`src/rtl/mdu_pkg.sv`:
```
// mdu_pkg: shared types and constants for the multiply/divide unit.
package mdu_pkg;

    typedef enum logic [1:0] {DIV = 2'b00, DIVU = 2'b01, REM = 2'b10, REMU = 2'b11} div_op_e;
    typedef enum logic [1:0] {IDLE, CALC, DONE} div_state_e;

    localparam int DIV_ITERS = 32;

    function automatic logic [31:0] neg32(input logic [31:0] x);
        return ~x + 32'd1;
    endfunction

endpackage

```
`src/rtl/adder32.sv`:
```
// adder32: 32-bit adder with carry in/out, used as the divider's trial subtractor.
module adder32 (
    input  logic [31:0] a,
    input  logic [31:0] b,
    input  logic        c_in,
    output logic [31:0] sum,
    output logic        c_out
);

    assign {c_out, sum} = {1'b0, a} + {1'b0, b} + {32'd0, c_in};

endmodule

```
`src/rtl/div_seq_unit.sv`:
```
// div_seq_unit: radix-2 restoring divider for DIV/DIVU/REM/REMU, one quotient bit per cycle.
// DIV_EARLY_OUT_EN: divide-by-zero and signed overflow bypass the iteration.
module div_seq_unit
    import mdu_pkg::*;
#(
    parameter int XLEN = 32
) (
    input  logic            i_clk,
    input  logic            i_reset,
    input  logic            i_in_valid,
    output logic            o_in_ready,
    input  logic [1:0]      i_op,
    input  logic [XLEN-1:0] i_dividend,
    input  logic [XLEN-1:0] i_divisor,
    input  logic            i_flush,
    output logic            o_out_valid,
    input  logic            i_out_ready,
    output logic [XLEN-1:0] o_result
);

    div_state_e  state;
    div_op_e     op;
    logic [31:0] dd, ds, raw, q, sum, q_fin, r_fin;
    logic [32:0] p, ps;
    logic [4:0]  cnt;
    logic        sa, sb, dz, ovf, c_out, ok, sg, in_sa, in_sb, in_dz, in_ovf;

    assign sg     = ~i_op[0];
    assign in_sa  = sg & i_dividend[31];
    assign in_sb  = sg & i_divisor[31];
    assign in_dz  = i_divisor == 32'd0;
    assign in_ovf = sg && i_dividend == 32'h8000_0000 && i_divisor == 32'hFFFF_FFFF;

    assign ps = {p[31:0], dd[31]};
    assign ok = ps[32] | c_out;

    // Subtract by adding the complement with carry-in; carry-out means no borrow.
    adder32 u_sub (
        .a    (ps[31:0]),
        .b    (~ds),
        .c_in (1'b1),
        .sum  (sum),
        .c_out(c_out)
    );

    assign q_fin = dz ? 32'hFFFF_FFFF : ovf ? 32'h8000_0000 : (sa ^ sb) ? neg32(q) : q;
    assign r_fin = dz ? raw : ovf ? 32'd0 : sa ? neg32(p[31:0]) : p[31:0];
    assign o_in_ready = state == IDLE;

    always_ff @(posedge i_clk) begin
        if (i_reset) begin
            state       <= IDLE;
            op          <= DIV;
            dd          <= '0;
            ds          <= '0;
            raw         <= '0;
            q           <= '0;
            p           <= '0;
            cnt         <= '0;
            sa          <= 1'b0;
            sb          <= 1'b0;
            dz          <= 1'b0;
            ovf         <= 1'b0;
            o_out_valid <= 1'b0;
            o_result    <= '0;
        end else if (i_flush) begin
            state       <= IDLE;
            o_out_valid <= 1'b0;
            o_result    <= '0;
        end else begin
            case (state)
                IDLE: if (i_in_valid) begin
                    op  <= div_op_e'(i_op);
                    sa  <= in_sa;
                    sb  <= in_sb;
                    dz  <= in_dz;
                    ovf <= in_ovf;
                    raw <= i_dividend;
                    dd  <= in_sa ? neg32(i_dividend) : i_dividend;
                    ds  <= in_sb ? neg32(i_divisor) : i_divisor;
                    p   <= '0;
                    q   <= '0;
                    cnt <= '0;
`ifdef DIV_EARLY_OUT_EN
                    state <= (in_dz | in_ovf) ? DONE : CALC;
`else
                    state <= CALC;
`endif
                end
                CALC: begin
                    dd    <= dd << 1;
                    p     <= ok ? {1'b0, sum} : ps;
                    q     <= {q[30:0], ok};
                    cnt   <= cnt + 5'd1;
                    state <= cnt == 5'(DIV_ITERS - 1) ? DONE : CALC;
                end
                DONE: if (!o_out_valid) begin
                    o_out_valid <= 1'b1;
                    o_result    <= op[1] ? r_fin : q_fin;
                end else if (i_out_ready) begin
                    state       <= IDLE;
                    o_out_valid <= 1'b0;
                    o_result    <= '0;
                end
                default: state <= IDLE;
            endcase
        end
    end

endmodule
```
`config.mk`:
```
export PLATFORM = sky130hd
export DESIGN_NAME = div_seq_unit
export DESIGN_NICKNAME = d
export VERILOG_FILES = /design/src/rtl/mdu_pkg.sv /design/src/rtl/adder32.sv /design/src/rtl/div_seq_unit.sv
export SDC_FILE = /design/constraint.sdc
export NUM_CORES = 1
export LEC_CHECK = 0
export CORE_ASPECT_RATIO = 2
export CORE_MARGIN = 1.5
export CORE_UTILIZATION = 59
export CTS_CLUSTER_DIAMETER = 30
export DETAILED_ROUTE_END_ITERATION = 12
export HOLD_SLACK_MARGIN = 0.1
export PLACE_DENSITY_LB_ADDON = 0.25
export SLEW_MARGIN = 20
export SYNTH_ARGS = -nofsm -noshare
export SYNTH_HDL_FRONTEND = slang
export SYNTH_SLANG_ARGS = --single-unit
```
`constraint.sdc`:
```
create_clock -name i_clk -period 3.6 [get_ports i_clk]
set_clock_uncertainty 0.1 [all_clocks]
set_input_delay 0.72 -clock i_clk [delete_from_list [all_inputs] [get_ports i_clk]]
set_output_delay 0.72 -clock i_clk [all_outputs]
set_load 0.01 [all_outputs]
```
==> flow_summary.yaml, run 1 <==
route:
  drc: 0
  dr.first_iter.drc_count: 732
  dr.pass1.iters: 5
  drtAntennaViolNets: 0
  post_drt_wl_per_cell_um: 19.11
  vias_per_cell: 6.189
  vias: 12569
  totalWireLength_mm: 38.81
clocking:
  holdBufCountCts: 0
  clockRootBuffer: "clkbuf_16"
  cts_tree: "done"
  htree_levels: 1
  clkTransAtPathRegs_ps: 60
  cts.repair.resized: 0
  cts_buffer_depth: 3
  clock_sinks: 205
  cts_setup_buffers: 0
  cts_made_buffers: 29
  clock_latency_ps: 550
floorplan:
  die_w_um: 105.9
  initial_core_util: 0.5992
  core-area_sq_mm: 0.02083
  die_h_um: 208.7
  pin_count: 105
  row_count: 75
  die_area_sq_mm: 0.02209
min_path:
  holdCritPathClass: "reg2reg"
  worstHoldStart: "o_result[15]"
  min_delay_path_depth: 2
  hold_end: "o_result[15]"
logic_synthesis:
  synth_edf_count: 0
  ys_types: 63
  ys_ff_latch: 205
  syn_nets: 1776
  yosysMostFrequentCell: "nand2_1"
  yosysTopAreaCell: "dfxtp_1"
  avgSynthCellArea_sq_um: 7.497
  syn-instance-count: 1665
  synthArstFlopShare: 0
  netlist_area_sq_mm: 0.01248
  synth_common_cells: "nand2_1, dfxtp_1, nor2_1"
  yosysWarningCount: 0
  ys_top_cells_by_area: "dfxtp_1, a21oi_1, nand2_1, nor2_1, xor2_1"
  netlist.area_leader.share: 0.3288
  synthFlopType: "dfxtp_1"
  ys_seq_area_frac: 0.3288
finish:
  final_util: 0.7121
  syn2layout_area_growth_pct: 18.86
  layout-drive-gt1-share: 0.06474
  instances_no_fill: 2031
  layout.nets: 1850
global_route:
  grt_overflow: 0
  grt_usage: 0.3507
  antenna_found_initial: 0
  grt_pass1_vias: 12115
  grt_start_max_net_pins: 101
  grt_pass1_wl_mm: 61.29
timing:
  slew_violations: 0
  fin_setup_tns_ps: 0
  period_minus_slack_ps: 3349
  worstMarginPinSlew_ps: 872.1
  hold_viol: 0
  period_share: 0.9302
  max_slew_margin: 0.4186
  worst_slack_ps: 251.2
  finalSetupViolations: 0
  rsz0062_at_grt: "false"
  clock.fmax_ghz: 0.2986
worst_setup_path:
  worstSetupPathType: "reg2reg"
  rrSetupSlack_ps: 250
  required_ps: 3930
  r2r_end: "p[3]"
  path_buf_inv: 2
  critPathTopFamily: "compound AO/OA/AOI/OAI gates"
  end_kind: "flop"
  cp_cell_sequence: "ha_1 > a21oi_1 > o21ai_0 > o41ai_1 > nor3b_1 > a21oi_1 > buf_4 > a31oi_4 > buf_12 > o21ai_0 > a22o_1"
  crit_slowest_cell: "dfxtp_1"
  reg2reg_depth: 11
  r2r_start: "p[12]"
  cp_max_fo: 43
  startpoint: "p[12]"
  arrival_ps: 3680
  critPathMaxStageDelay_ps: 500
  startpoint_type: "flop"
placed_design:
  dpl.cell_count: 1977
  io_buffer_count: 104
  hpwlAfterDp_mm: 29.35
  post-place-ws_ps: 92.43
  place.gp.congestion: 0.9724
pwr:
  power_leakage_nw: 5.712
  finalPower_mw: 6.005
  peakVddDrop_uv: 423.1
  power_density_mw_per_mm2: 404.8
run_status:
  status: "finished, final reports clean"
run:
  drv_cap: 0
[cells by family after synthesis]
family / count (synthesis) / synth area share
simple gates: 587 / 0.2111
compound gates: 528 / 0.2662
flops: 205 / 0.3288
buf+inv: 156 / 0.04751
xor+xnor: 139 / 0.09753
fa+ha+maj: 40 / 0.04070
mux: 10 / 0.008120
[routing by layer]
metal,track usage,wire length [um],up-vias
met5,0,0,-
met4,0.2870,3704,0
met3,0.03057,1539,163
met2,0.6516,20220,431
met1,0.3449,13350,5877
li1,-,-,6098
[stage by stage]
stage	area (sq um)	hold WS [ps]
after floorplan	12480	325.0
after global placement	13860	325.4
after detailed placement	13860	330.0
after CTS	14830	338.5
after global routing	14830	356.9
final	14840	334.9
[flip-flops by register name (all words and copies together) (netlist names), 2 cells and up]
signal and flops:
cnt 5, raw 32, p 32, o_result 32, dd 32, state 2, ds 32, q 32
[worst max path at each step]
| stage | endpoint | slack [ps] | cells past startpoint |
|---|---|---|---|
| after floorplan | o_result[31] | 610 | 10 |
| after global placement | dd[29] | 150 | 10 |
| after detailed placement | dd[29] | 90 | 10 |
| after CTS | o_result[31] | 340 | 9 |
| after global routing | p[2] | 30 | 12 |
| final | p[3] | 250 | 11 |
[cells in the final DEF, fill, tap and decap left out, types with 4 or more instances in the layout]
cell type / netlist / layout
a32oi_1: 14 / 14
nand3_1: 18 / 18
o41ai_1: 15 / 15
xnor2_1: 63 / 63
clkinvlp_4: 0 / 6
xor2_1: 76 / 76
nand4_1: 14 / 14
a211oi_1: 60 / 60
a31oi_1: 15 / 14
a21o_1: 20 / 20
nand2_1: 218 / 218
nand2b_1: 17 / 16
or4_1: 9 / 9
inv_1: 49 / 49
nor2b_1: 8 / 8
nor4_1: 17 / 17
a21oi_1: 169 / 169
and2_1: 4 / 4
nor2_1: 205 / 203
clkbuf_16: 0 / 29
nor3_1: 30 / 29
ha_1: 39 / 39
o21a_1: 9 / 9
buf_4: 0 / 43
mux2i_1: 9 / 9
o31ai_1: 15 / 15
a311oi_1: 9 / 9
o211ai_1: 12 / 12
o221ai_1: 9 / 9
clkdlybuf4s50_1: 0 / 103
or3_1: 15 / 15
o21ai_0: 115 / 115
or2_2: 5 / 5
a22oi_1: 33 / 33
dfxtp_1: 205 / 205
a22o_1: 8 / 8
and3_1: 8 / 8
nand3b_1: 4 / 4
[where the power goes]
group          switching, mW  total [mW]  internal, mW
sequential            0.0457        2.38          2.34
clock                   1.16        2.80          1.64
combinational          0.496       0.819         0.323
[worst register-to-register path: cells and delay by family, from the launching register on]
family	cells	cell delay (ps)
AO/OA/AOI/OAI	7	1590
adder cells (fa/ha/maj)	1	370
flip-flops	1	500
buffers and inverters	2	420
AND/OR/NAND/NOR	1	250
[area by class of cell]
class                   instances  area, sq um
diodes                          1        2.502
clock buffers                  33        760.7
clock inverters                20        211.5
fillers                      1805         5997
inverters                      51        191.4
multi-input cells            1304         7835
flip-flops and latches        205         4104
well taps                     269        336.6
repair buffers                148         1394
Power figures use the tool's default switching activity.
==> run 2: changes to the inputs <==
--- a/config.mk
+++ b/config.mk
@@ -10,6 +10,7 @@
 export CORE_UTILIZATION = 59
 export CTS_CLUSTER_DIAMETER = 30
 export DETAILED_ROUTE_END_ITERATION = 12
+export GPL_TIMING_DRIVEN = 1
 export HOLD_SLACK_MARGIN = 0.1
 export PLACE_DENSITY_LB_ADDON = 0.25
 export SLEW_MARGIN = 20
==> results of run 2 <==
No change in the layout: final DEF, timing and power equal those of run 1.
==> run 3: changes to the inputs <==
--- a/config.mk
+++ b/config.mk
@@ -5,6 +5,7 @@
 export SDC_FILE = /design/constraint.sdc
 export NUM_CORES = 1
 export LEC_CHECK = 0
+export ABC_CLOCK_PERIOD_IN_PS = 3600
 export CORE_ASPECT_RATIO = 2
 export CORE_MARGIN = 1.5
 export CORE_UTILIZATION = 59
==> results of run 3 <==
No change in the layout: final DEF, timing and power equal those of run 1.
